$ cat config.mk
export PLATFORM = sky130hd
export DESIGN_NAME = nw_fill_sequencer
export DESIGN_NICKNAME = d
export VERILOG_FILES = /design/src/rtl/nw_pkg.sv /design/src/rtl/nw_idx_counter.sv /design/src/rtl/nw_fill_sequencer.sv
export SDC_FILE = /design/constraint.sdc
export NUM_CORES = 1
export LEC_CHECK = 0
export BUFFER_PORTS_ARGS = -buffer_cell sky130_fd_sc_hd__buf_2
export CELL_PAD_IN_SITES_DETAIL_PLACEMENT = 1
export CELL_PAD_IN_SITES_GLOBAL_PLACEMENT = 1
export CORE_UTILIZATION = 39
export DETAILED_ROUTE_END_ITERATION = 7
export PLACE_DENSITY = 0.84
export SLEW_MARGIN = 5
export SYNTH_ARGS = -nofsm -noshare
export SYNTH_HDL_FRONTEND = slang
export SYNTH_HIERARCHICAL = 1
export SYNTH_SLANG_ARGS = --single-unit
$ cat constraint.sdc
create_clock -name clk -period 3 [get_ports clk]
set_input_delay 0.6 -clock clk [delete_from_list [all_inputs] [get_ports clk]]
set_output_delay 0.6 -clock clk [all_outputs]
set_load 0.01 [all_outputs]
$ cat src/rtl/nw_pkg.sv
// Shared definitions for the Needleman-Wunsch fill datapath: state encoding
// (also used by debug probes), index-width helper and default geometry.
package nw_pkg;

   localparam logic [2:0] IDLE    = 3'd0;
   localparam logic [2:0] READ    = 3'd1;
   localparam logic [2:0] WAIT_RD = 3'd2;
   localparam logic [2:0] CALC    = 3'd3;
   localparam logic [2:0] WRITE   = 3'd4;
   localparam logic [2:0] DONE    = 3'd5;

   // Smallest width able to hold the value len (indices run 1..len).
   function automatic int idx_width(input int len);
      int w;
      w = 1;
      while ((1 << w) <= len) w = w + 1;
      return w;
   endfunction

   localparam int N_DEF  = 8;
   localparam int M_DEF  = 8;
   localparam int IW_DEF = idx_width((N_DEF > M_DEF) ? N_DEF : M_DEF);

endpackage

$ cat src/rtl/nw_idx_counter.sv
// Row-major 2-D cell counter: j wraps at m_lim and carries into i.
// clr has priority over load, load over step.
module nw_idx_counter
   import nw_pkg::*;
#(
   parameter int IW = IW_DEF
) (
   input  logic          clk,
   input  logic          rst,
   input  logic          clr,
   input  logic          load,
   input  logic          step,
   input  logic [IW-1:0] n_lim,
   input  logic [IW-1:0] m_lim,
   output logic [IW-1:0] i,
   output logic [IW-1:0] j,
   output logic          last
);

   always_ff @(posedge clk or posedge rst) begin
      if (rst) begin
         i <= '0;
         j <= '0;
      end else if (clr) begin
         i <= '0;
         j <= '0;
      end else if (load) begin
         i <= IW'(1);
         j <= IW'(1);
      end else if (step) begin
         if (j == m_lim) begin
            j <= IW'(1);
            i <= i + IW'(1);
         end else begin
            j <= j + IW'(1);
         end
      end
   end

   assign last = (i == n_lim) && (j == m_lim);

endmodule

$ cat src/rtl/nw_fill_sequencer.sv
// Matrix-fill sequencer: walks every cell through read / wait / score / write
// and pulses end_fill once the last cell has been written.
//
// state   | meaning
// IDLE    | waiting for start, indices 0
// READ    | one-cycle read request for the current cell
// WAIT_RD | waiting for neighbour/residue data (rd_valid)
// CALC    | scoring PE busy, calc_req held until calc_ack
// WRITE   | one-cycle write strobe, then advance or finish
// DONE    | end_fill pulse, indices hold the last cell
module nw_fill_sequencer
   import nw_pkg::*;
#(
   parameter int N  = N_DEF,
   parameter int M  = M_DEF,
   parameter int IW = IW_DEF
) (
   input  logic          clk,
   input  logic          rst,
   input  logic          start,
   input  logic          rd_valid,
   input  logic          calc_ack,
   output logic [IW-1:0] i_idx,
   output logic [IW-1:0] j_idx,
   output logic          rd_en,
   output logic          calc_req,
   output logic          we,
   output logic          busy,
   output logic          end_fill
);

   localparam logic [IW-1:0] N_LIM = IW'(N);
   localparam logic [IW-1:0] M_LIM = IW'(M);

   logic [2:0] state;
   logic [2:0] state_nxt;
   logic       last;
   logic       rd_en_d;
   logic       calc_req_d;
   logic       we_d;
   logic       busy_d;
   logic       end_fill_d;

   nw_idx_counter #(.IW(IW)) u_idx (
      .clk   (clk),
      .rst   (rst),
      .clr   (state == DONE),
      .load  ((state == IDLE) && start),
      .step  ((state == WRITE) && !last),
      .n_lim (N_LIM),
      .m_lim (M_LIM),
      .i     (i_idx),
      .j     (j_idx),
      .last  (last)
   );

   always_ff @(posedge clk or posedge rst) begin
      if (rst) state <= IDLE;
      else     state <= state_nxt;
   end

   always_comb begin
      state_nxt = state;
      case (state)
         IDLE:    if (start) state_nxt = READ;
         READ:    state_nxt = WAIT_RD;
         WAIT_RD: if (rd_valid) state_nxt = CALC;
         CALC:    if (calc_ack) state_nxt = WRITE;
         WRITE:   state_nxt = last ? DONE : READ;
         DONE:    state_nxt = IDLE;
         default: state_nxt = IDLE;
      endcase
   end

   // Outputs are decoded from the next state and registered, so each strobe
   // lines up exactly with the cycle spent in its state.
   always_comb begin
      rd_en_d    = (state_nxt == READ);
      calc_req_d = (state_nxt == CALC);
      we_d       = (state_nxt == WRITE);
      end_fill_d = (state_nxt == DONE);
      busy_d     = (state_nxt == READ) || (state_nxt == WAIT_RD) ||
                   (state_nxt == CALC) || (state_nxt == WRITE);
   end

   always_ff @(posedge clk or posedge rst) begin
      if (rst) begin
         rd_en    <= 1'b0;
         calc_req <= 1'b0;
         we       <= 1'b0;
         busy     <= 1'b0;
         end_fill <= 1'b0;
      end else begin
         rd_en    <= rd_en_d;
         calc_req <= calc_req_d;
         we       <= we_d;
         busy     <= busy_d;
         end_fill <= end_fill_d;
      end
   end

endmodule
==> flow_summary.yaml <==
global_routing:
  grt_pass1_vias: 790
  grt_first_pass_wirelength_um: 3560
  overflow: 0
  grt_usage_pct: 19.64
  antenna_found_initial: 0
  grt_max_degree: 16
yosys:
  yosys_warnings: 6
  seq_area_frac_synth_pct: 47.20
  syn_area_um2: 848.3
  synthFlopType: "dfrtp_1"
  synth_cell_types: 31
  synth_edf_count: 0
  yosys.area.top_type: "dfrtp_1"
  synth_common_cells: "dfrtp_1 (16), nand2_1 (8), xnor2_1 (8)"
  synth_top_area_share_pct: 47.20
  synth_seq_cells: 16
  synth_most_common_cell: "dfrtp_1"
  synthCells: 91
  ys_top_cells_by_area: "dfrtp_1 (47%), xnor2_1 (8.3%), nand2_1 (3.5%)"
  synth_area_per_cell_um2: 9.322
  synthArstFlopShare_pct: 100.0
clocking:
  clockBufferDepth: 2
  cts_tree: "built"
  clkSinkCount: 16
  postCtsHoldBufs: 0
  cts_setup_buffers: 0
  root_buffer: "clkbuf_4"
  clk_pin_slew_worst_paths_ns: 0.09
  cts_buffers: 3
  cts.htree.levels: 1
  post_cts_resized: 0
  clk_latency_ns: 0.28
floorplanning:
  row_count: 16
  core_area_mm2: 0.002002
  die_h_um: 48.64
  pin_count: 18
  die_x_um: 48.64
  start_util_pct: 42.38
  dieArea_mm2: 0.002366
critical_path:
  arrival_ns: 2.60
  reg2reg_from: "u_idx/j[3]"
  r2r-end: "u_idx/i[3]"
  cp_max_fo: 15
  critPathLaunchType: "register"
  reg2regPathDepth: 8
  crit_required_ns: 3.22
  reg2reg_slack_ns: 0.62
  worst_setup_path_end_kind: "register"
  worstSetupPathType: "reg -> reg"
final_layout:
  final_area_mm2: 0.001016
  insertedDiodeCount: 0
  fillers: 265
  layout.cells.non_filler: 143
  drive_above_1_share_pct: 22.41
  final_util_pct: 50.75
  area_delta_synth_final_pct: 19.76
  nets: 124
sta:
  rsz0062_at_grt: "no"
  setup_tns_ns: 0
  maxSlewViolCount: 0
  worst_slack_ns: 0.6155
  max_slew_margin_pct: 61.87
  hold_slack_ns: 0.2570
  fmax_ghz: 0.4194
  min_period_over_period_pct: 79.48
  min_period_ns: 2.385
  skew_ns: 0.002022
  finalSetupViolations: 0
  worst_pin_slew_ns: 0.5640
  hold_viol: 0
placement:
  placed_area_um2: 979.7
  dp.cells: 139
  routabilityCongestion: 0.7539
  dp_hpwl_um: 1491
  io_buffers: 17
  place_ws_ns: 0.6982
power:
  ir_drop_mv: 0.3072
  p_leak_nw: 0.4761
  finalPower_mw: 0.7875
  p_per_area_mw_per_mm2: 775.1
detailed_routing:
  drt_iter0_drc: 13
  dr.pass1.iters: 4
  drc: 0
  route.vias.total: 726
  finalWirelength_um: 1990
  viasPerCell: 5.077
  antenna_left: 0
  wl_per_cell_um: 13.92
flow_run:
  maxCapViolCount: 0
status:
  outcome: "complete, no violations"
hold_path:
  holdCritPathClass: "in -> async"
worst max path at each step:
stage,startpoint,endpoint,slack (ns),cells past startpoint
2_1_floorplan,u_idx/j[3],u_idx/i[3],0.83,8
3_3_place_gp,u_idx/j[3],u_idx/i[3],0.84,8
3_5_place_dp,u_idx/j[3],u_idx/i[3],0.70,8
4_1_cts,u_idx/j[3],u_idx/i[3],0.66,8
5_1_grt,u_idx/j[3],u_idx/i[3],0.45,8
6_report,u_idx/j[3],u_idx/i[3],0.62,8
final cells by class:
class / count / area, um2 / share of cell area [%]
sequential: 16 / 400.4 / 39.41
clock buffer: 4 / 36.28 / 3.571
multi-input combinational: 73 / 434.2 / 42.73
tap: 27 / 33.78 / 3.325
timing repair buffer: 18 / 92.59 / 9.113
inverter: 5 / 18.77 / 1.847
worst max-delay path: stages, from the launching register on:
cell     delay, ns
dfrtp_1       0.44
xnor2_1       0.16
nand4_1       0.10
buf_4         0.20
nor2_1        0.11
nor2_1        0.36
inv_1         0.24
or4_1         0.55
a21oi_1       0.15
routing by layer:
layer,wire length (um),share of wire [%],GRT usage (%),vias to the layer above
met4,8,0.40,6.863,0
met3,67,3.4,4.088,2
li1,-,-,-,358
met2,990,50,32.64,15
met5,0,0,0,-
met1,923,46,25.15,351
power by group:
part           internal, mW  leakage (nW)  switching, mW
combinational         0.125         0.260          0.165
sequential            0.278         0.195         0.0777
clock                0.0738        0.0210         0.0672
cells in the final DEF, fill, tap and decap left out, types with 2 or more instances in the layout:
cell,n
a21oi_1,4
a31oi_1,3
buf_2,17
clkbuf_4,3
conb_1,8
dfrtp_1,16
ha_1,2
inv_1,5
nand2_1,8
nand3_1,5
nand4_1,2
nor2_1,7
nor3_1,4
o21ai_0,4
o31ai_1,2
or3_1,2
xnor2_1,8
cells by family (layout without fill, tap and decap cells):
logic type	Yosys count	after routing	synth area share, %
and+or+nand+nor	39	39	24.93
buffers and inverters	8	27	4.278
DFF	16	16	47.20
muxes	1	1	1.180
other	2	8	0.8853
adders and majority gates	2	2	2.949
AOI/OAI and AO/OA	15	15	10.33
xor gates and xnor gates	8	8	8.260
sequential cells by signal, summed over array words and instances, names as in the netlist:
register / count
rd_en: 1
end_fill: 1
u_idx/j: 4
u_idx/i: 4
calc_req: 1
busy: 1
state: 3
we: 1
Note: power is estimated with default switching activity, not from simulation.
